`config.mk`:
```
export PLATFORM = sky130hd
export DESIGN_NAME = pid_steer
export DESIGN_NICKNAME = d
export VERILOG_FILES = /design/src/rtl/pid_steer_pkg.sv /design/src/rtl/pid_steer_sat.sv /design/src/rtl/pid_steer.sv
export SDC_FILE = /design/constraint.sdc
export NUM_CORES = 1
export LEC_CHECK = 0
export CAP_MARGIN = 20
export CORE_MARGIN = 8
export CORE_UTILIZATION = 61
export CTS_CLUSTER_DIAMETER = 200
export CTS_CLUSTER_SIZE = 28
export DETAILED_ROUTE_END_ITERATION = 12
export PLACE_DENSITY = 0.85
export SYNTH_ARGS = -nofsm -noshare
export SYNTH_HDL_FRONTEND = slang
export SYNTH_SLANG_ARGS = --single-unit
```
`constraint.sdc`:
```
create_clock -name clk -period 40 [get_ports clk]
set_input_delay 8 -clock clk [delete_from_list [all_inputs] [get_ports clk]]
set_output_delay 8 -clock clk [all_outputs]
set_load 0.02 [all_outputs]
```
`src/rtl/pid_steer_pkg.sv`:
```
// Shared widths and default gains for the steering PID controller.
package pid_steer_pkg;

  // Input / saturation widths
  localparam int ERR_IN_W  = 12;  // raw error from the sensing front end
  localparam int ERR_W     = 10;  // saturated error
  localparam int FRWRD_W   = 10;  // unsigned forward speed command
  localparam int D_DIFF_W  = 11;  // error difference before saturation
  localparam int D_W       = 7;   // saturated error difference
  localparam int SPD_RAW_W = 13;  // wheel speed before saturation
  localparam int SPD_W     = 11;  // wheel speed command

  // Internal term widths
  localparam int P_TERM_W  = 14;
  localparam int D_TERM_W  = 13;
  localparam int INTEG_W   = 15;
  localparam int I_TERM_W  = 9;
  localparam int PID_W     = 15;
  localparam int CORR_W    = 12;

  // Gains
  localparam int P_COEFF_W = 5;
  localparam int D_COEFF_W = 6;
  localparam logic signed [P_COEFF_W-1:0] P_COEFF_DEF = 5'sh08;
  localparam logic signed [D_COEFF_W-1:0] D_COEFF_DEF = 6'sh0B;

endpackage

```
`src/rtl/pid_steer_sat.sv`:
```
// Generic signed saturator: clamps a wide two's complement value into OUT_W bits.
module pid_steer_sat #(
  parameter int IN_W  = 12,
  parameter int OUT_W = 10
) (
  input  logic signed [IN_W-1:0]  i_din,
  output logic signed [OUT_W-1:0] o_dout
);

  // In range when every bit from the output sign bit upward matches the input sign.
  always_comb begin
    if (i_din[IN_W-1:OUT_W-1] == {(IN_W-OUT_W+1){i_din[IN_W-1]}}) begin
      o_dout = i_din[OUT_W-1:0];
    end else if (i_din[IN_W-1]) begin
      o_dout = {1'b1, {(OUT_W-1){1'b0}}};
    end else begin
      o_dout = {1'b0, {(OUT_W-1){1'b1}}};
    end
  end

endmodule

```
`src/rtl/pid_steer.sv`:
```
// Steering PID: left/right wheel speeds = forward speed +/- PID correction.
// Outputs are combinational from the inputs and the integrator/previous-error state.
module pid_steer
  import pid_steer_pkg::*;
#(
  parameter logic signed [P_COEFF_W-1:0] P_COEFF = P_COEFF_DEF,
  parameter logic signed [D_COEFF_W-1:0] D_COEFF = D_COEFF_DEF
) (
  input  logic                       clk,
  input  logic                       rst_n,
  input  logic                       moving,
  input  logic                       err_vld,
  input  logic signed [ERR_IN_W-1:0] error,
  input  logic        [FRWRD_W-1:0]  frwrd,
  output logic signed [SPD_W-1:0]    lft_spd,
  output logic signed [SPD_W-1:0]    rght_spd
);

  logic signed [ERR_W-1:0]     w_err_sat;
  logic signed [P_TERM_W-1:0]  w_p_term;
  logic signed [INTEG_W-1:0]   r_integ;
  logic signed [INTEG_W-1:0]   w_err_ext;
  logic signed [INTEG_W-1:0]   w_integ_sum;
  logic                        w_integ_ovf;
  logic signed [I_TERM_W-1:0]  w_i_term;
  logic signed [ERR_W-1:0]     r_prev_err;
  logic signed [D_DIFF_W-1:0]  w_d_diff;
  logic signed [D_W-1:0]       w_d_sat;
  logic signed [D_TERM_W-1:0]  w_d_term;
  logic signed [PID_W-1:0]     w_pid;
  logic signed [CORR_W-1:0]    w_corr;
  logic signed [SPD_RAW_W-1:0] w_lft_raw;
  logic signed [SPD_RAW_W-1:0] w_rght_raw;
  logic signed [SPD_W-1:0]     w_lft_sat;
  logic signed [SPD_W-1:0]     w_rght_sat;

  pid_steer_sat #(.IN_W(ERR_IN_W), .OUT_W(ERR_W)) u_err_sat (
    .i_din  (error),
    .o_dout (w_err_sat)
  );

  // Proportional: operands sign-extended to the product width so the multiply is full signed.
  assign w_p_term = $signed({{(P_TERM_W-ERR_W){w_err_sat[ERR_W-1]}}, w_err_sat})
                  * $signed({{(P_TERM_W-P_COEFF_W){P_COEFF[P_COEFF_W-1]}}, P_COEFF});

  // Integrator with signed-overflow guard: an overflowing accumulate is dropped, not wrapped.
  assign w_err_ext   = $signed({{(INTEG_W-ERR_W){w_err_sat[ERR_W-1]}}, w_err_sat});
  assign w_integ_sum = r_integ + w_err_ext;
  assign w_integ_ovf = (r_integ[INTEG_W-1] == w_err_ext[INTEG_W-1]) &&
                       (w_integ_sum[INTEG_W-1] != r_integ[INTEG_W-1]);
  assign w_i_term    = r_integ[INTEG_W-1:INTEG_W-I_TERM_W];

  // Integrator state: cleared whenever the robot is stopped, otherwise accumulates on each sample.
  always_ff @(posedge clk or negedge rst_n) begin
    if (!rst_n) begin
      r_integ <= '0;
    end else if (!moving) begin
      r_integ <= '0;
    end else if (err_vld && !w_integ_ovf) begin
      r_integ <= w_integ_sum;
    end
  end

  // Previous error sample, tracked regardless of moving so D has a valid history on restart.
  always_ff @(posedge clk or negedge rst_n) begin
    if (!rst_n) begin
      r_prev_err <= '0;
    end else if (err_vld) begin
      r_prev_err <= w_err_sat;
    end
  end

  // Derivative on the saturated error, clamped before the gain.
  assign w_d_diff = $signed({w_err_sat[ERR_W-1], w_err_sat})
                  - $signed({r_prev_err[ERR_W-1], r_prev_err});

  pid_steer_sat #(.IN_W(D_DIFF_W), .OUT_W(D_W)) u_d_sat (
    .i_din  (w_d_diff),
    .o_dout (w_d_sat)
  );

  assign w_d_term = $signed({{(D_TERM_W-D_W){w_d_sat[D_W-1]}}, w_d_sat})
                  * $signed({{(D_TERM_W-D_COEFF_W){D_COEFF[D_COEFF_W-1]}}, D_COEFF});

  // Adder tree; every term fits in PID_W so no intermediate saturation is needed.
  assign w_pid = $signed({{(PID_W-P_TERM_W){w_p_term[P_TERM_W-1]}}, w_p_term})
               + $signed({{(PID_W-I_TERM_W){w_i_term[I_TERM_W-1]}}, w_i_term})
               + $signed({{(PID_W-D_TERM_W){w_d_term[D_TERM_W-1]}}, w_d_term});

  assign w_corr = CORR_W'(w_pid >>> 3);

  // Wheel speeds at 13 bits (cannot overflow), then clamped to the drive range.
  assign w_lft_raw  = $signed({{(SPD_RAW_W-FRWRD_W){1'b0}}, frwrd})
                    + $signed({w_corr[CORR_W-1], w_corr});
  assign w_rght_raw = $signed({{(SPD_RAW_W-FRWRD_W){1'b0}}, frwrd})
                    - $signed({w_corr[CORR_W-1], w_corr});

  pid_steer_sat #(.IN_W(SPD_RAW_W), .OUT_W(SPD_W)) u_lft_sat (
    .i_din  (w_lft_raw),
    .o_dout (w_lft_sat)
  );

  pid_steer_sat #(.IN_W(SPD_RAW_W), .OUT_W(SPD_W)) u_rght_sat (
    .i_din  (w_rght_raw),
    .o_dout (w_rght_sat)
  );

  assign lft_spd  = moving ? w_lft_sat  : '0;
  assign rght_spd = moving ? w_rght_sat : '0;

endmodule

```
==> flow_metrics.py, run 1 <==
metrics = {
    "clock_tree": {
        "clk_path_buf_depth": 2,
        "clock_latency_ps": 280,
        "htree_levels": 1,
        "clockRootBuffer": "clkbuf_8",
        "tritoncts": "done",
        "cts_sinks": 25,
        "hold_buffers": 0,
        "cts_buffers": 3,
        "post_cts_buffers": 0,
        "path_clk_slew_ps": 100,
        "cts-resized-gates": 0,
    },
    "critical_path": {
        "endpoint_kind": "output pin",
        "critPathArrivalTime_ps": 18310,
        "reg2reg_from": "r_integ[0]",
        "worstSetupPathType": "in2out",
        "worstPathMaxFanout": 21,
        "cp-startpoint": "error[11]",
        "cpPeakStageDelay_ps": 820,
        "critPathLaunchType": "input port",
        "cpMostUsedCell": "inv_1",
        "cp.required_ps": 32000,
        "cpMaxStageDelayCell": "clkdlybuf4s50_1",
    },
    "synthesis": {
        "synth.net_count": 760,
        "synthDominantCellAreaShare_pct": 18.6,
        "ys.warnings.count": 0,
        "synth-edff-count": 0,
        "yosysTopAreaCell": "ha_1",
        "syn_inst": 639,
        "ys.flop_type": "dfrtp_1",
        "synth_cell_type_count": 71,
        "syn-cell-area_um2": 4970,
        "async_reset_ff_share_pct": 100,
        "synth-seq-area-share_pct": 12.6,
        "synth-seq-cells": 25,
        "avgSynthCellArea_um2": 7.78,
        "netlist_top_cells_count": "inv_1 (75), a21oi_1 (74), ha_1 (74)",
        "synth.most_common_cell": "inv_1",
        "synth_area_leaders": "ha_1 (19%), dfrtp_1 (13%), fa_1 (8.5%)",
    },
    "detailed_routing": {
        "finalWirelength_um": 12600,
        "first_iter_violations": 231,
        "drc": 0,
        "drtAntennaViolNets": 0,
        "drt-pass1-iter-count": 5,
        "routed-via-count": 4785,
        "vias_per_cell": 6.12,
        "wire_per_inst_um": 16.2,
    },
    "min_path": {
        "hold_path_class": "reg2reg",
        "min-delay-start": "r_prev_err[0]",
    },
    "die": {
        "die_area_um2": 11300,
        "rows": 33,
        "core_area_um2": 8050,
        "die_y_um": 106,
        "pin_count": 48,
        "die_width_um": 106,
        "start_util_pct": 61.8,
    },
    "sta": {
        "slew_violations": 0,
        "fmax_ghz": 0.0380,
        "period_needed_ps": 26310,
        "setup_violations": 0,
        "max_slew_margin_pct": 40.1,
        "grt_setup_unrepaired": "false",
        "worst_pin_slew_ps": 896,
        "period_share_pct": 65.8,
        "fin_tns_setup_ps": 0,
        "hold_violations": 0,
        "fin_skew_ps": 9.87,
    },
    "placement": {
        "gp_congestion": 0.870,
        "dp_hpwl_um": 10500,
        "portBuffers": 47,
    },
    "status": {
        "status": "complete, no violations",
    },
    "grt": {
        "grt_remaining_overflow": 0,
        "grt_antenna_before_repair": 0,
        "grt_pass1_wl_um": 20900,
        "grt.total_usage_pct": 22.2,
        "grt_max_degree": 26,
        "grt_pass1_vias": 4635,
    },
    "finish": {
        "multi_input_area_um2": 3990,
        "final_nets": 799,
        "finish.utilization_pct": 69.2,
        "fillers": 665,
        "drive_gt1_share_pct": 5.61,
        "syn2layout_area_growth_pct": 12.1,
        "regArea_um2": 626,
        "antenna_cells": 0,
    },
    "flow_run": {
        "maxCapViolCount": 0,
    },
}
[layout make-up]
| class | count | share of cell area, % |
|---|---|---|
| inverters | 77 | 5.19 |
| multi-input cells | 522 | 71.6 |
| clock buffers | 3 | 0.741 |
| well taps | 105 | 2.36 |
| flip-flops and latches | 25 | 11.2 |
| repair buffers | 49 | 8.71 |
| clock inverters | 1 | 0.135 |
[routing by layer]
metal  part of all wire [%]  global-route usage [%]  up-vias
met5                      0                       0        -
met3                    5.6                    3.09       29
li1                       -                       -     2341
met4                    2.6                    7.04        0
met1                     43                    27.3     2288
met2                     49                    38.9      127
[registers in the layout, summed over array words and instances (netlist names)]
register / count
r_integ: 15
r_prev_err: 10
[metrics by stage]
stage | hold slack [ps] | std cells | setup slack, ps | area [µm²]
after floorplan | 459 | 639 | 15810 | 4970
after global placement | 476 | 778 | 14240 | 5520
after detailed placement | 488 | 778 | 13770 | 5520
after CTS | 514 | 782 | 13750 | 5570
after global routing | 558 | 782 | 13000 | 5570
final | 509 | 782 | 13690 | 5570
[path summary, 6_finish.rpt]
check / end / slack (ps) / cells past startpoint
max: rght_spd[6] / 13690 / 37
min: r_prev_err[0] / 510 / 2
max reg2reg: r_integ[3] / 36900 / 11
min reg2reg: r_prev_err[0] / 510 / 2
max in group asynchronous: r_prev_err[1] / 31650 / 2
min in group asynchronous: r_integ[2] / 8090 / 2
[cell families (layout without fill, tap and decap cells)]
family,count (synthesis),after routing,share of synthesized area [%]
buffers and inverters,92,130,7.12
AOI/OAI and AO/OA,222,222,30.2
xor gates and xnor gates,38,38,6.69
and+or+nand+nor,162,162,15.2
muxes,4,4,0.956
adders and majority gates,96,96,27.3
DFF,25,25,12.6
[worst max-delay path: cells and delay by family]
| kind | cells | cell delay, ps |
|---|---|---|
| buffers and inverters | 8 | 2110 |
| multiplexers | 1 | 430 |
| AO/OA/AOI/OAI | 11 | 2200 |
| adder cells (fa/ha/maj) | 7 | 2740 |
| XOR/XNOR | 1 | 250 |
| AND/OR/NAND/NOR | 9 | 2580 |
[placed cells by master (no fill, tap or decap), types with 8 or more instances in the layout]
master,Yosys,final
nor2b_1,8,8
inv_1,75,75
a21o_1,13,13
a21oi_1,74,74
xnor2_1,24,24
nor2_1,55,55
o21a_1,17,17
o21ai_0,45,45
a211oi_1,9,9
nand3_1,14,14
ha_1,74,74
clkdlybuf4s50_1,0,47
fa_1,21,21
xor2_1,14,14
dfrtp_1,25,25
nor3_1,10,10
nand2_1,42,42
Power of run 1 is left out: the tool's default activity adds up to more than one toggle a clock period on the data nets, which glitch-free logic cannot reach.
==> run 2: changes to the inputs <==
--- a/config.mk
+++ b/config.mk
@@ -7,11 +7,11 @@
 export LEC_CHECK = 0
 export CAP_MARGIN = 20
 export CORE_MARGIN = 8
-export CORE_UTILIZATION = 61
+export CORE_UTILIZATION = 54
 export CTS_CLUSTER_DIAMETER = 200
 export CTS_CLUSTER_SIZE = 28
 export DETAILED_ROUTE_END_ITERATION = 12
-export PLACE_DENSITY = 0.85
+export PLACE_DENSITY = 0.8
 export SYNTH_ARGS = -nofsm -noshare
 export SYNTH_HDL_FRONTEND = slang
 export SYNTH_SLANG_ARGS = --single-unit
==> constraint.sdc (replaced) <==
create_clock -name clk -period 24 [get_ports clk]
set_input_delay 4.8 -clock clk [delete_from_list [all_inputs] [get_ports clk]]
set_output_delay 4.8 -clock clk [all_outputs]
set_load 0.02 [all_outputs]
==> flow_metrics.py, run 2 (synthesized netlist as in run 1, its figures left out) <==
metrics = {
    "status": {
        "status": "complete, no violations",
    },
    "detailed_routing": {
        "drc": 0,
        "first_iter_violations": 293,
        "met3RoutedLength_um": 539,
        "finalWirelength_um": 13400,
        "vias_per_cell": 6.05,
        "routed-wl-met2_um": 6520,
        "routed-via-count": 4772,
        "wire_per_inst_um": 16.9,
        "drt-pass1-iter-count": 4,
        "highest_layer": "met4",
        "met1_length_um": 6040,
        "drtAntennaViolNets": 0,
    },
    "die": {
        "die_area_um2": 12500,
        "rows": 35,
        "core_area_um2": 9060,
        "die_y_um": 112,
        "start_util_pct": 54.9,
        "pin_count": 48,
        "die_width_um": 112,
    },
    "critical_path": {
        "cp.required_ps": 19200,
        "worstPathMaxFanout": 21,
        "critPathArrivalTime_ps": 15240,
        "cpPeakStageDelay_ps": 820,
        "cpMaxStageDelayCell": "clkdlybuf4s50_1",
        "critPathLaunchType": "input port",
        "endpoint_kind": "output pin",
        "worstSetupPathType": "in2out",
        "cpMostUsedCell": "nor2_1",
    },
    "sta": {
        "hold_violations": 0,
        "period_share_pct": 83.5,
        "max_slew_margin_pct": 36.9,
        "period_needed_ps": 20040,
        "fin_tns_setup_ps": 0,
        "setup_ws_ps": 3960,
        "worst_pin_slew_ps": 944,
        "fmax_ghz": 0.0499,
        "fin_skew_ps": 2.60,
        "grt_setup_unrepaired": "false",
        "slew_violations": 0,
        "setup_violations": 0,
    },
    "finish": {
        "syn2layout_area_growth_pct": 12.4,
        "top_regs": "r_integ (15), r_prev_err (10)",
        "multi_input_area_um2": 3990,
        "regMostFlops": "r_integ",
        "final_nets": 800,
        "antenna_cells": 0,
        "layout_commonest_cell": "inv_1",
        "fin_area_um2": 5590,
        "largest_register_ffs": 15,
        "final_cell_mix": "inv_1 (75), a21oi_1 (74), ha_1 (74)",
        "drive_gt1_share_pct": 5.75,
        "regArea_um2": 626,
        "fillers": 810,
    },
    "clock_tree": {
        "clk_path_buf_depth": 2,
        "clock_latency_ps": 280,
        "post_cts_buffers": 0,
        "htree_levels": 1,
        "cts_sinks": 25,
        "tritoncts": "done",
        "path_clk_slew_ps": 100,
        "cts_buffers": 3,
        "clockRootBuffer": "clkbuf_8",
        "cts-resized-gates": 0,
        "hold_buffers": 0,
    },
    "grt": {
        "grt.total_usage_pct": 21.3,
        "grt_pass1_wl_um": 22500,
        "grt_antenna_before_repair": 0,
        "grt_remaining_overflow": 0,
        "grt_pass1_vias": 4645,
        "grt_max_degree": 26,
    },
    "placement": {
        "gp_congestion": 0.910,
        "placed_cell_area_um2": 5540,
        "portBuffers": 47,
        "dp_hpwl_um": 10900,
        "dpl_worst_slack_ps": 4040,
    },
    "min_path": {
        "hold_path_class": "reg2reg",
    },
    "flow_run": {
        "maxCapViolCount": 0,
    },
}
-- run 2: cell types whose count changed in the layout (fill, tap and decap cells not counted), sizes merged --
cell and delta:
buf +1
-- run 2: worst paths after layout --
path	start	to	slack, ps	cells after the start
max	error[11]	rght_spd[5]	3960	37
min	r_prev_err[0]	r_prev_err[0]	550	2
max reg2reg	r_integ[0]	r_integ[3]	20910	11
min reg2reg	r_prev_err[0]	r_prev_err[0]	550	2
max in group asynchronous	rst_n	r_integ[5]	18860	2
min in group asynchronous	rst_n	r_prev_err[5]	4880	2
-- run 2: worst max-delay path: cells and delay by family --
family | cells | cell delay, ps
adder cells (fa/ha/maj) | 7 | 2770
buffers and inverters | 7 | 2020
AO/OA/AOI/OAI | 11 | 2240
multiplexers | 1 | 430
AND/OR/NAND/NOR | 10 | 2740
XOR/XNOR | 1 | 240
-- run 2: layer usage --
layer,GRT usage (%),up-vias
li1,-,2347
met1,27.6,2303
met2,37.1,102
met3,2.33,20
met4,4.95,0
met5,0,-
-- run 2: stage by stage --
step | hold WS (ps) | utilization [%] | instances
floorplan | 459 | - | 639
CTS | 537 | 61.6 | 789
finish | 547 | 61.6 | 789
global placement | 473 | 61.1 | 785
detailed placement | 513 | 61.1 | 785
global route | 576 | 61.6 | 789
-- run 2: cell type report --
| class | count | share of cell area, % |
|---|---|---|
| timing repair buffer | 50 | 8.82 |
| multi-input combinational | 522 | 71.5 |
| clock buffer | 3 | 0.739 |
| clock inverter | 1 | 0.134 |
| sequential | 25 | 11.2 |
| tap | 111 | 2.49 |
| inverter | 77 | 5.17 |
Power of run 2 is left out for the same reason.
==> run 3: changes to the inputs <==
==> constraint.sdc (replaced) <==
create_clock -name clk -period 16.1 [get_ports clk]
set_input_delay 3.22 -clock clk [delete_from_list [all_inputs] [get_ports clk]]
set_output_delay 3.22 -clock clk [all_outputs]
set_load 0.02 [all_outputs]
==> flow_metrics.py, run 3 (synthesized netlist as in run 1, its figures left out) <==
metrics = {
    "status": {
        "status": "complete, no violations",
    },
    "die": {
        "start_util_pct": 54.9,
        "die_area_um2": 12500,
        "die_width_um": 112,
        "rows": 35,
        "die_y_um": 112,
        "pin_count": 48,
        "core_area_um2": 9060,
    },
    "critical_path": {
        "cp.required_ps": 12880,
        "worstSetupPathType": "in2out",
        "critPathArrivalTime_ps": 12300,
        "reg2reg_from": "r_integ[0]",
        "worstPathMaxFanout": 9,
        "endpoint_kind": "output pin",
        "critPathLaunchType": "input port",
        "cp-startpoint": "error[9]",
        "cpMaxStageDelayCell": "clkdlybuf4s50_1",
        "cpPeakStageDelay_ps": 610,
    },
    "detailed_routing": {
        "drtAntennaViolNets": 0,
        "drt-pass1-iter-count": 7,
        "finalWirelength_um": 12800,
        "drc": 0,
        "routed-via-count": 4726,
        "wire_per_inst_um": 16.0,
        "vias_per_cell": 5.91,
        "first_iter_violations": 282,
    },
    "finish": {
        "antenna_cells": 0,
        "top_regs": "r_integ (15), r_prev_err (10)",
        "regArea_um2": 626,
        "regMostFlops": "r_integ",
        "layout_commonest_cell": "inv_1",
        "multi_input_area_um2": 4050,
        "fillers": 764,
        "finish.utilization_pct": 63.5,
        "syn2layout_area_growth_pct": 15.8,
        "final_cell_mix": "inv_1 (75), a21oi_1 (73), ha_1 (73)",
        "drive_gt1_share_pct": 8.56,
        "final_nets": 811,
        "stdcell_count": 800,
        "largest_register_ffs": 15,
    },
    "grt": {
        "grt_remaining_overflow": 0,
        "grt_max_degree": 26,
        "grt_pass1_wl_um": 21000,
        "grt_pass1_vias": 4521,
        "grt_antenna_before_repair": 0,
        "grt.total_usage_pct": 19.9,
    },
    "flow_run": {
        "maxCapViolCount": 0,
    },
    "sta": {
        "max_slew_margin_pct": 39.1,
        "fin_skew_ps": 12.4,
        "fin_tns_setup_ps": 0,
        "whs_ps": 519,
        "period_share_pct": 96.4,
        "setup_violations": 0,
        "fmax_ghz": 0.0644,
        "grt_setup_unrepaired": "false",
        "hold_violations": 0,
        "period_needed_ps": 15520,
        "worst_pin_slew_ps": 910,
        "slew_violations": 0,
    },
    "placement": {
        "dp_hpwl_um": 10300,
        "portBuffers": 47,
        "dp.cells": 796,
        "gp_congestion": 0.873,
    },
    "clock_tree": {
        "hold_buffers": 0,
        "cts_buffers": 3,
        "clk_path_buf_depth": 2,
        "tritoncts": "done",
        "path_clk_slew_ps": 110,
        "cts_sinks": 25,
        "clockRootBuffer": "clkbuf_8",
        "clock_latency_ps": 280,
        "htree_levels": 1,
    },
    "min_path": {
        "min-delay-start": "r_prev_err[0]",
        "hold_path_class": "reg2reg",
    },
}
## run 3: worst paths after layout
| path | endpoint | slack (ps) | depth (start not counted) |
|---|---|---|---|
| max | lft_spd[2] | 580 | 36 |
| min | r_prev_err[0] | 520 | 2 |
| max reg2reg | r_integ[7] | 13060 | 11 |
| min reg2reg | r_prev_err[0] | 520 | 2 |
| max in group asynchronous | r_integ[14] | 12530 | 2 |
| min in group asynchronous | r_integ[2] | 3300 | 2 |
## run 3: critical path: cells and delay by family
kind	cells	cell delay, ps
AOI/OAI and AO/OA	11	2360
xor gates and xnor gates	1	170
adders and majority gates	7	2610
buffers and inverters	6	1510
muxes	1	420
and+or+nand+nor	10	1970
## run 3: metal layers
layer / global-route usage [%] / vias to the layer above / wire length (µm)
li1: - / 2367 / -
met1: 25.2 / 2232 / 5660
met2: 35.6 / 113 / 6450
met3: 1.68 / 14 / 502
met4: 4.77 / 0 / 199
met5: 0 / - / 0
## run 3: repair_timing
item / in CTS / in global routing
setup buffers: 0 / 0
endpoints found under the setup margin: 0 / 20
endpoints found under the hold margin: 0 / 0
resized for setup: 0 / 22
## run 3: layout make-up
cell class              count  share of cell area (%)
inverters                  77                    5.02
clock buffers               3                   0.717
clock inverters             1                   0.130
multi-input cells         522                    70.4
well taps                 111                    2.41
flip-flops and latches     25                    10.9
repair buffers             61                    10.5
## run 3: metrics by stage
stage / setup WS, ps / cell area (µm²)
2_1_floorplan: 1470 / 4970
3_3_place_gp: 353 / 5620
3_5_place_dp: 114 / 5620
4_1_cts: 84.7 / 5670
5_1_grt: 48.0 / 5760
6_report: 582 / 5760
Power of run 3 is left out for the same reason.
